<file path="src/rtl/scr1_dmem_router.sv">
// scr1_dmem_router: routes LSU data-memory requests to port 0 (TCM/default)
// or port 1 (address-matched). Optional timeout/drain: SCR1_DMEM_RTR_TOUT_EN.

`ifndef SCR1_DMEM_AWIDTH
`define SCR1_DMEM_AWIDTH 32
`endif
`ifndef SCR1_DMEM_DWIDTH
`define SCR1_DMEM_DWIDTH 32
`endif

package scr1_dmem_router_pkg;
  typedef enum logic {
    SCR1_MEM_CMD_RD = 1'b0,
    SCR1_MEM_CMD_WR = 1'b1
  } type_scr1_mem_cmd_e;

  typedef enum logic [1:0] {
    SCR1_MEM_WIDTH_BYTE  = 2'b00,
    SCR1_MEM_WIDTH_HWORD = 2'b01,
    SCR1_MEM_WIDTH_WORD  = 2'b10
  } type_scr1_mem_width_e;

  typedef enum logic [1:0] {
    SCR1_MEM_RESP_NOTRDY = 2'b00,
    SCR1_MEM_RESP_RDY_OK = 2'b01,
    SCR1_MEM_RESP_RDY_ER = 2'b10
  } type_scr1_mem_resp_e;
endpackage

module scr1_dmem_router
  import scr1_dmem_router_pkg::*;
#(
  parameter logic [`SCR1_DMEM_AWIDTH-1:0] PORT1_BASE = 32'hF000_0000,
  parameter logic [`SCR1_DMEM_AWIDTH-1:0] PORT1_MASK = 32'hFFFF_0000,
  parameter logic [7:0] TOUT_CYCLES = 8'd255
) (
  input  logic                         clk,
  input  logic                         rst,
  input  logic                         lsu_req,
  input  type_scr1_mem_cmd_e           lsu_cmd,
  input  type_scr1_mem_width_e         lsu_width,
  input  logic [`SCR1_DMEM_AWIDTH-1:0] lsu_addr,
  input  logic [`SCR1_DMEM_DWIDTH-1:0] lsu_wdata,
  output logic                         lsu_req_ack,
  output logic [`SCR1_DMEM_DWIDTH-1:0] lsu_rdata,
  output type_scr1_mem_resp_e          lsu_resp,
  output logic                         port0_req,
  output type_scr1_mem_cmd_e           port0_cmd,
  output type_scr1_mem_width_e         port0_width,
  output logic [`SCR1_DMEM_AWIDTH-1:0] port0_addr,
  output logic [`SCR1_DMEM_DWIDTH-1:0] port0_wdata,
  input  logic                         port0_req_ack,
  input  logic [`SCR1_DMEM_DWIDTH-1:0] port0_rdata,
  input  type_scr1_mem_resp_e          port0_resp,
  output logic                         port1_req,
  output type_scr1_mem_cmd_e           port1_cmd,
  output type_scr1_mem_width_e         port1_width,
  output logic [`SCR1_DMEM_AWIDTH-1:0] port1_addr,
  output logic [`SCR1_DMEM_DWIDTH-1:0] port1_wdata,
  input  logic                         port1_req_ack,
  input  logic [`SCR1_DMEM_DWIDTH-1:0] port1_rdata,
  input  type_scr1_mem_resp_e          port1_resp
);

  typedef enum logic [1:0] {
    ST_IDLE  = 2'd0,
`ifdef SCR1_DMEM_RTR_TOUT_EN
    ST_DRAIN = 2'd2,
`endif
    ST_WAIT  = 2'd1
  } fsm_e;

  fsm_e                         fsm_q;
  fsm_e                         fsm_d;
  logic                         sel_q;
  logic                         sel_d;
  logic                         sel_nxt;
  logic                         tgt_ack;
  logic                         fwd_en;
  logic                         resp_rdy;
  logic                         resp_done;
  type_scr1_mem_resp_e          sel_resp;
  logic [`SCR1_DMEM_DWIDTH-1:0] sel_rdata;

  assign port0_cmd   = lsu_cmd;
  assign port0_width = lsu_width;
  assign port0_addr  = lsu_addr;
  assign port0_wdata = lsu_wdata;
  assign port1_cmd   = lsu_cmd;
  assign port1_width = lsu_width;
  assign port1_addr  = lsu_addr;
  assign port1_wdata = lsu_wdata;

  // Address decode and response mux of the port owning the transaction
  always_comb begin
    sel_nxt   = ((lsu_addr & PORT1_MASK) == PORT1_BASE);
    tgt_ack   = sel_nxt ? port1_req_ack : port0_req_ack;
    sel_resp  = sel_q ? port1_resp : port0_resp;
    sel_rdata = sel_q ? port1_rdata : port0_rdata;
    resp_rdy  = (sel_resp == SCR1_MEM_RESP_RDY_OK)
              | (sel_resp == SCR1_MEM_RESP_RDY_ER);
    resp_done = (fsm_q == ST_WAIT) & resp_rdy;
    fwd_en    = (fsm_q == ST_IDLE) | resp_done;
  end

`ifdef SCR1_DMEM_RTR_TOUT_EN
  logic [7:0] tout_cnt_q;
  logic [7:0] tout_cnt_d;
  logic       tout_hit;

  assign tout_hit = (fsm_q == ST_WAIT) & ~resp_rdy
                  & (tout_cnt_q == (TOUT_CYCLES - 8'd1));

  // Count WAIT cycles of the current transaction, restart on each new one
  always_comb begin
    tout_cnt_d = tout_cnt_q;
    if ((fsm_d == ST_WAIT) & ((fsm_q != ST_WAIT) | resp_done)) begin
      tout_cnt_d = 8'd0;
    end else if ((fsm_q == ST_WAIT) & ~resp_done) begin
      tout_cnt_d = tout_cnt_q + 8'd1;
    end
  end

  // Timeout counter register
  always_ff @(posedge clk) begin
    if (rst) begin
      tout_cnt_q <= 8'd0;
    end else begin
      tout_cnt_q <= tout_cnt_d;
    end
  end
`else
  logic unused_tout;
  assign unused_tout = ^TOUT_CYCLES;
`endif

  // Request gating, response return and next-state logic
  always_comb begin
    lsu_req_ack = lsu_req & fwd_en & tgt_ack;
    port0_req   = lsu_req & fwd_en & ~sel_nxt;
    port1_req   = lsu_req & fwd_en & sel_nxt;
    lsu_resp    = SCR1_MEM_RESP_NOTRDY;
    lsu_rdata   = '0;
    fsm_d       = fsm_q;
    sel_d       = sel_q;
    case (fsm_q)
      ST_IDLE: begin
        if (lsu_req_ack) begin
          sel_d = sel_nxt;
          fsm_d = ST_WAIT;
        end
      end
      ST_WAIT: begin
        lsu_resp = sel_resp;
        if (sel_resp == SCR1_MEM_RESP_RDY_OK) begin
          lsu_rdata = sel_rdata;
        end
        if (resp_done) begin
          if (lsu_req_ack) begin
            sel_d = sel_nxt;
          end else begin
            fsm_d = ST_IDLE;
          end
        end
`ifdef SCR1_DMEM_RTR_TOUT_EN
        else if (tout_hit) begin
          lsu_resp = SCR1_MEM_RESP_RDY_ER;
          fsm_d    = ST_DRAIN;
        end
`endif
      end
`ifdef SCR1_DMEM_RTR_TOUT_EN
      ST_DRAIN: begin
        if (resp_rdy) begin
          fsm_d = ST_IDLE;
        end
      end
`endif
      default: begin
        fsm_d = ST_IDLE;
      end
    endcase
  end

  // FSM state and owning-port register
  always_ff @(posedge clk) begin
    if (rst) begin
      fsm_q <= ST_IDLE;
      sel_q <= 1'b0;
    end else begin
      fsm_q <= fsm_d;
      sel_q <= sel_d;
    end
  end

`ifdef SCR1_TRGT_SIMULATION
  // Flag responses from a port that owns no outstanding transaction
  always @(posedge clk) begin
    if (!rst) begin
      assert ((port0_resp == SCR1_MEM_RESP_NOTRDY)
              || ((fsm_q != ST_IDLE) && !sel_q))
        else $warning("dmem_router: unexpected port0 response");
      assert ((port1_resp == SCR1_MEM_RESP_NOTRDY)
              || ((fsm_q != ST_IDLE) && sel_q))
        else $warning("dmem_router: unexpected port1 response");
    end
  end
`endif

endmodule

</file>
<file path="config.mk">
export PLATFORM = sky130hd
export DESIGN_NAME = scr1_dmem_router
export DESIGN_NICKNAME = d
export VERILOG_FILES = /design/src/rtl/scr1_dmem_router.sv
export SDC_FILE = /design/constraint.sdc
export NUM_CORES = 1
export LEC_CHECK = 0
export ABC_AREA = 1
export CAP_MARGIN = 20
export CORE_AREA = 2 2 120 122
export CTS_CLUSTER_SIZE = 40
export DETAILED_ROUTE_END_ITERATION = 12
export DIE_AREA = 0 0 122 124
export PLACE_DENSITY = 0.52
export SETUP_SLACK_MARGIN = 0.3
export SYNTH_ARGS = -nofsm -noshare
export SYNTH_HDL_FRONTEND = slang
export SYNTH_SLANG_ARGS = --single-unit
export TNS_END_PERCENT = 50
</file>
<file path="constraint.sdc">
create_clock -name clk -period 4.95 [get_ports clk]
set_clock_uncertainty 0.2 [all_clocks]
set_input_delay 0.495 -clock clk [delete_from_list [all_inputs] [get_ports clk]]
set_output_delay 0.495 -clock clk [all_outputs]
set_load 0.01 [all_outputs]
</file>
Word level (Yosys, flattened, before mapping)
Index checks and enable logic that the tools add are counted.
- reduce and logical (&&, ||, !) cells: 4
- equality and inequality tests: 7
- mux-type cells: 13
- bitwise operators: 8
- operator list (operator ; number):
    $mux W32 ; 3
    $eq A16 B16 Y1 const B ; 1
    $mux W2 ; 5
    $ne A2 B2 Y1 const B ; 3
    $and A1 B1 Y1 ; 5
    $eq A2 B1 Y1 const B ; 2
    $pmux W2 S2 ; 1
    $mux W1 ; 3
    $reduce_and A3 Y1 ; 1
    $eq A2 B2 Y1 const B ; 1
    $logic_not A2 Y1 ; 1
    $or A1 B1 Y1 ; 2
    $pmux W1 S2 ; 1
    $reduce_and A2 Y1 ; 1
    $reduce_bool A2 Y1 ; 1
    $not A1 Y1 ; 1
- word-level logic and storage cells: 34
- input bits: 140
- output and inout port bits: 171
- flip-flop bits (word level): 3

Longest topological paths before layout
- word-level depth: 10
- mapped depth: 11
- depth with buffers taken out: 10

Worst setup path before layout
No wires, ideal clock.
- kind: register to output
- start: register sel_q
- end: output port lsu_rdata[21]
- arrival: 1.484 ns
- buffers on the path: 3
- data required time: 4.255 ns
- stages on the path, launching flop included: 9
- setup slack: 2.771 ns
- path through: dfxtp_1 > buf_4 > buf_4 > nand2_1 > nand2_1 > ha_1 > nand2_1 > buf_1 > nor3_1
- cells in the longest elaborated chain, start to end: 4
- elaborated cells between the ends (all ways): 5
- those cells by class: 1 x eq/ne; 4 x mux
- ends and longest elaborated chain (element ; line ; text):
    start, declared ; 75 ; logic sel_q;
    start signal, assigned ; 192 ; sel_q <= sel_d;
    $mux W2 ; 98 ; sel_resp = sel_q ? port1_resp : port0_resp;
    $eq A2 B1 Y1 ; 155 ; if (sel_resp == SCR1_MEM_RESP_RDY_OK) begin
    $mux W32 * ; 155 ;
    $mux W32 * ; 146 ; case (fsm_q)
    end, declared ; 45 ; output logic [`SCR1_DMEM_DWIDTH-1:0] lsu_rdata,
Every way passes the cells marked *; elsewhere a longest branch is shown, timed or not.

Final worst setup path
Same ends and word-level chain as after synthesis.

==> flow_summary_export.csv <==
group,metric,value,unit
cells_and_area,fillers,1538,
timing,finalSetupTns,0,ns
die,dieArea,15130,sq um
worst_setup_path,r2r_cells,10,
cells_and_area,area_growth,46.83,%
global_routing,grt_max_degree,36,
die,ioPinCount,311,
worst_setup_path,worstPathArrival,3.11,ns
synthesis,syn-num-nets,426,
worst_setup_path,slowest_stage,"dfxtp_2",
cells_and_area,nets,445,
pwr,p_total,307.6,uW
timing,timing.final.crit_share,76.91,%
cells_and_area,regArea,41.29,sq um
placed_design,gp_congestion,0.7020,
synthesis,yosysMostFrequentCell,"buf_4",
clock_network,cts.clk_slew.worst_paths,0.03,ns
worst_setup_path,required,4.26,ns
clock_network,clock_latency,0.22,ns
hold_path,hp-class,"reg -> reg",
timing,setup_violations,0,
synthesis,synth_cell_types,18,
detailed_routing,routed_wl,6138,um
placed_design,dp_slack,1.260,ns
clock_network,root_buffer,"clkbuf_16",
pwr,cellLeakagePower,0.9526,nW
hold_path,hold_depth,2,
cells_and_area,drive_gt1_share,4.967,%
timing,slew_violations,0,
die,start_util,12.68,%
placed_design,dp.final_hpwl,4995,um
synthesis,ys.flop_type,"dfxtp_1",
worst_setup_path,worst-path-max-fanout,35,
worst_setup_path,cp_slowest_stage_delay,0.84,ns
global_routing,overflow,0,
synthesis,yosys-top-cells-count,"buf_4, nor2_1, nor3_1",
synthesis,synth.avg_cell_area,6.102,sq um
synthesis,yosys_register_bits,2,
synthesis,synth_top_area_cell,"buf_4",
die,rows,43,
detailed_routing,drc,0,
detailed_routing,dr.first_iter.drc_count,26,
detailed_routing,antenna_left,0,
synthesis,synth_top_area_share,58.71,%
die,core,13720,sq um
clock_network,cts.sinks,2,
synthesis,ys.warnings.count,0,
worst_setup_path,crit_type,"reg -> out",
clock_network,cts_resized,0,
synthesis,ys_async_sr_fraction,0,%
clock_network,cts_tree,"built",
timing,worstMarginPinSlew,0.8071,ns
global_routing,grt_pass1_vias,1676,
timing,slew_headroom,46.19,%
worst_setup_path,crit_buf_inv,2,
detailed_routing,vias,1667,
placed_design,io_buffers,157,
detailed_routing,vias_per_cell,3.451,
global_routing,antenna_found_initial,1,
clock_network,clockBufferDepth,2,
synthesis,synth_enable_flop_cells,0,
worst_setup_path,cp_num_cells,6,
timing,fmax,262.7,MHz
synthesis,synthTopCellsByArea,"buf_4, nor2_1, nor3_1, nand2_1, dfxtp_1",
clock_network,numCtsBuffers,3,
synthesis,syn-cell-area,1739,sq um
worst_setup_path,critPathTopFamily,"buffers and inverters",
clock_network,cts_setup_buffers,0,
worst_setup_path,cp-start-kind,"flip-flop",
worst_setup_path,crit_chain,"mux2i_1 > ha_1 > nand2_1 > buf_4 > nor3_1 > clkdlybuf4s50_1",
run,cap_viol_max_count,0,
detailed_routing,wl_per_cell,12.71,um
global_routing,grtUsageTotal,7.229,%
worst_setup_path,crit_path_end_kind,"primary output",
timing,finalHoldViolations,0,
pwr,irDropWorstVdd,97.28,uV
pwr,p_per_area,120.4,nW/um^2
die,chipHeight,124,um
timing,fin_crit,3.807,ns
cells_and_area,multi_input_area,589.3,sq um
synthesis,synthCells,285,
timing,rsz0062_at_grt,"false",
detailed_routing,drt_pass1_iterations,4,
clock_network,cts_max_level,1,
die,die_w,122,um
status,status,"completed",
global_routing,grt_pass1_wl,8459,um
timing,setup_ws,1.143,ns
clock_network,cts_hold_buffers,0,
synthesis,synth_seq_area_share,2.302,%
layer usage:
metal,GRT usage [%],wire (um),up-vias
met3,4.579,1038,45
met4,5.388,406,0
li1,-,-,782
met1,5.758,1877,676
met5,0,0,-
met2,12.74,2816,164
where the power goes:
| part | total, mW | leakage [nW] | switching, mW | internal (mW) |
|---|---|---|---|---|
| Combinational | 0.164 | 0.899 | 0.0573 | 0.106 |
| Clock | 0.119 | 0.0370 | 0.0169 | 0.103 |
| Sequential | 0.0244 | 0.0168 | 0.00694 | 0.0175 |
| Total | 0.308 | 0.953 | 0.0811 | 0.227 |
area by class of cell:
type,instances,area share (%)
antenna,1,0.09799
clock buffer,3,2.940
inverter,9,1.617
multi-input combinational,130,23.08
sequential,2,1.617
tap,180,8.819
timing repair buffer,158,61.83
through the flow:
step	cells	cell area, sq um	hold WS [ns]	utilization, %
after floorplan	285	1739	0.2753	-
after global placement	479	2476	0.3522	18.05
after detailed placement	479	2476	0.3535	18.05
after CTS	482	2551	0.3605	18.60
after global routing	483	2554	0.4080	18.61
final	483	2554	0.3446	18.61
worst register-to-register path, cell delays in order, from the launching register on:
cell     delay (ns)
dfxtp_2        0.84
inv_8          0.22
nand2_1        0.14
nand2_1        0.07
ha_1           0.26
nand2_1        0.12
nand2_1        0.09
inv_1          0.09
nand3_1        0.09
nand2_2        0.07
a21oi_2        0.03
path summary, 6_finish.rpt:
path	startpoint	slack, ns	to
worst min-delay path	fsm_q[0]	0.34	fsm_q[0]
worst min register to register	fsm_q[0]	0.34	fsm_q[0]
worst max register to register	sel_q	2.60	sel_q
worst max-delay path	sel_q	1.14	lsu_rdata[21]
cell usage in the layout, fill, tap and decap left out, drive strengths merged:
cell type / n
nor3: 31
buf: 1
a21oi: 5
nor2: 72
clkdlybuf4s50: 157
inv: 9
dfxtp: 2
diode: 1
mux2i: 1
ha: 1
nand2: 17
nand3: 3
clkbuf: 3
sequential cells by signal, indices dropped and copies added (netlist names):
signal / count
fsm_q: 1
sel_q: 1
cell families after synthesis:
family	after synthesis	synth area share [%]
mux	1	0.5756
flops	2	2.302
fa+ha+maj	1	0.7193
simple gates	123	30.72
compound gates	5	1.870
buf+inv	153	63.81
No activity file was read; power rests on OpenSTA's default activity.
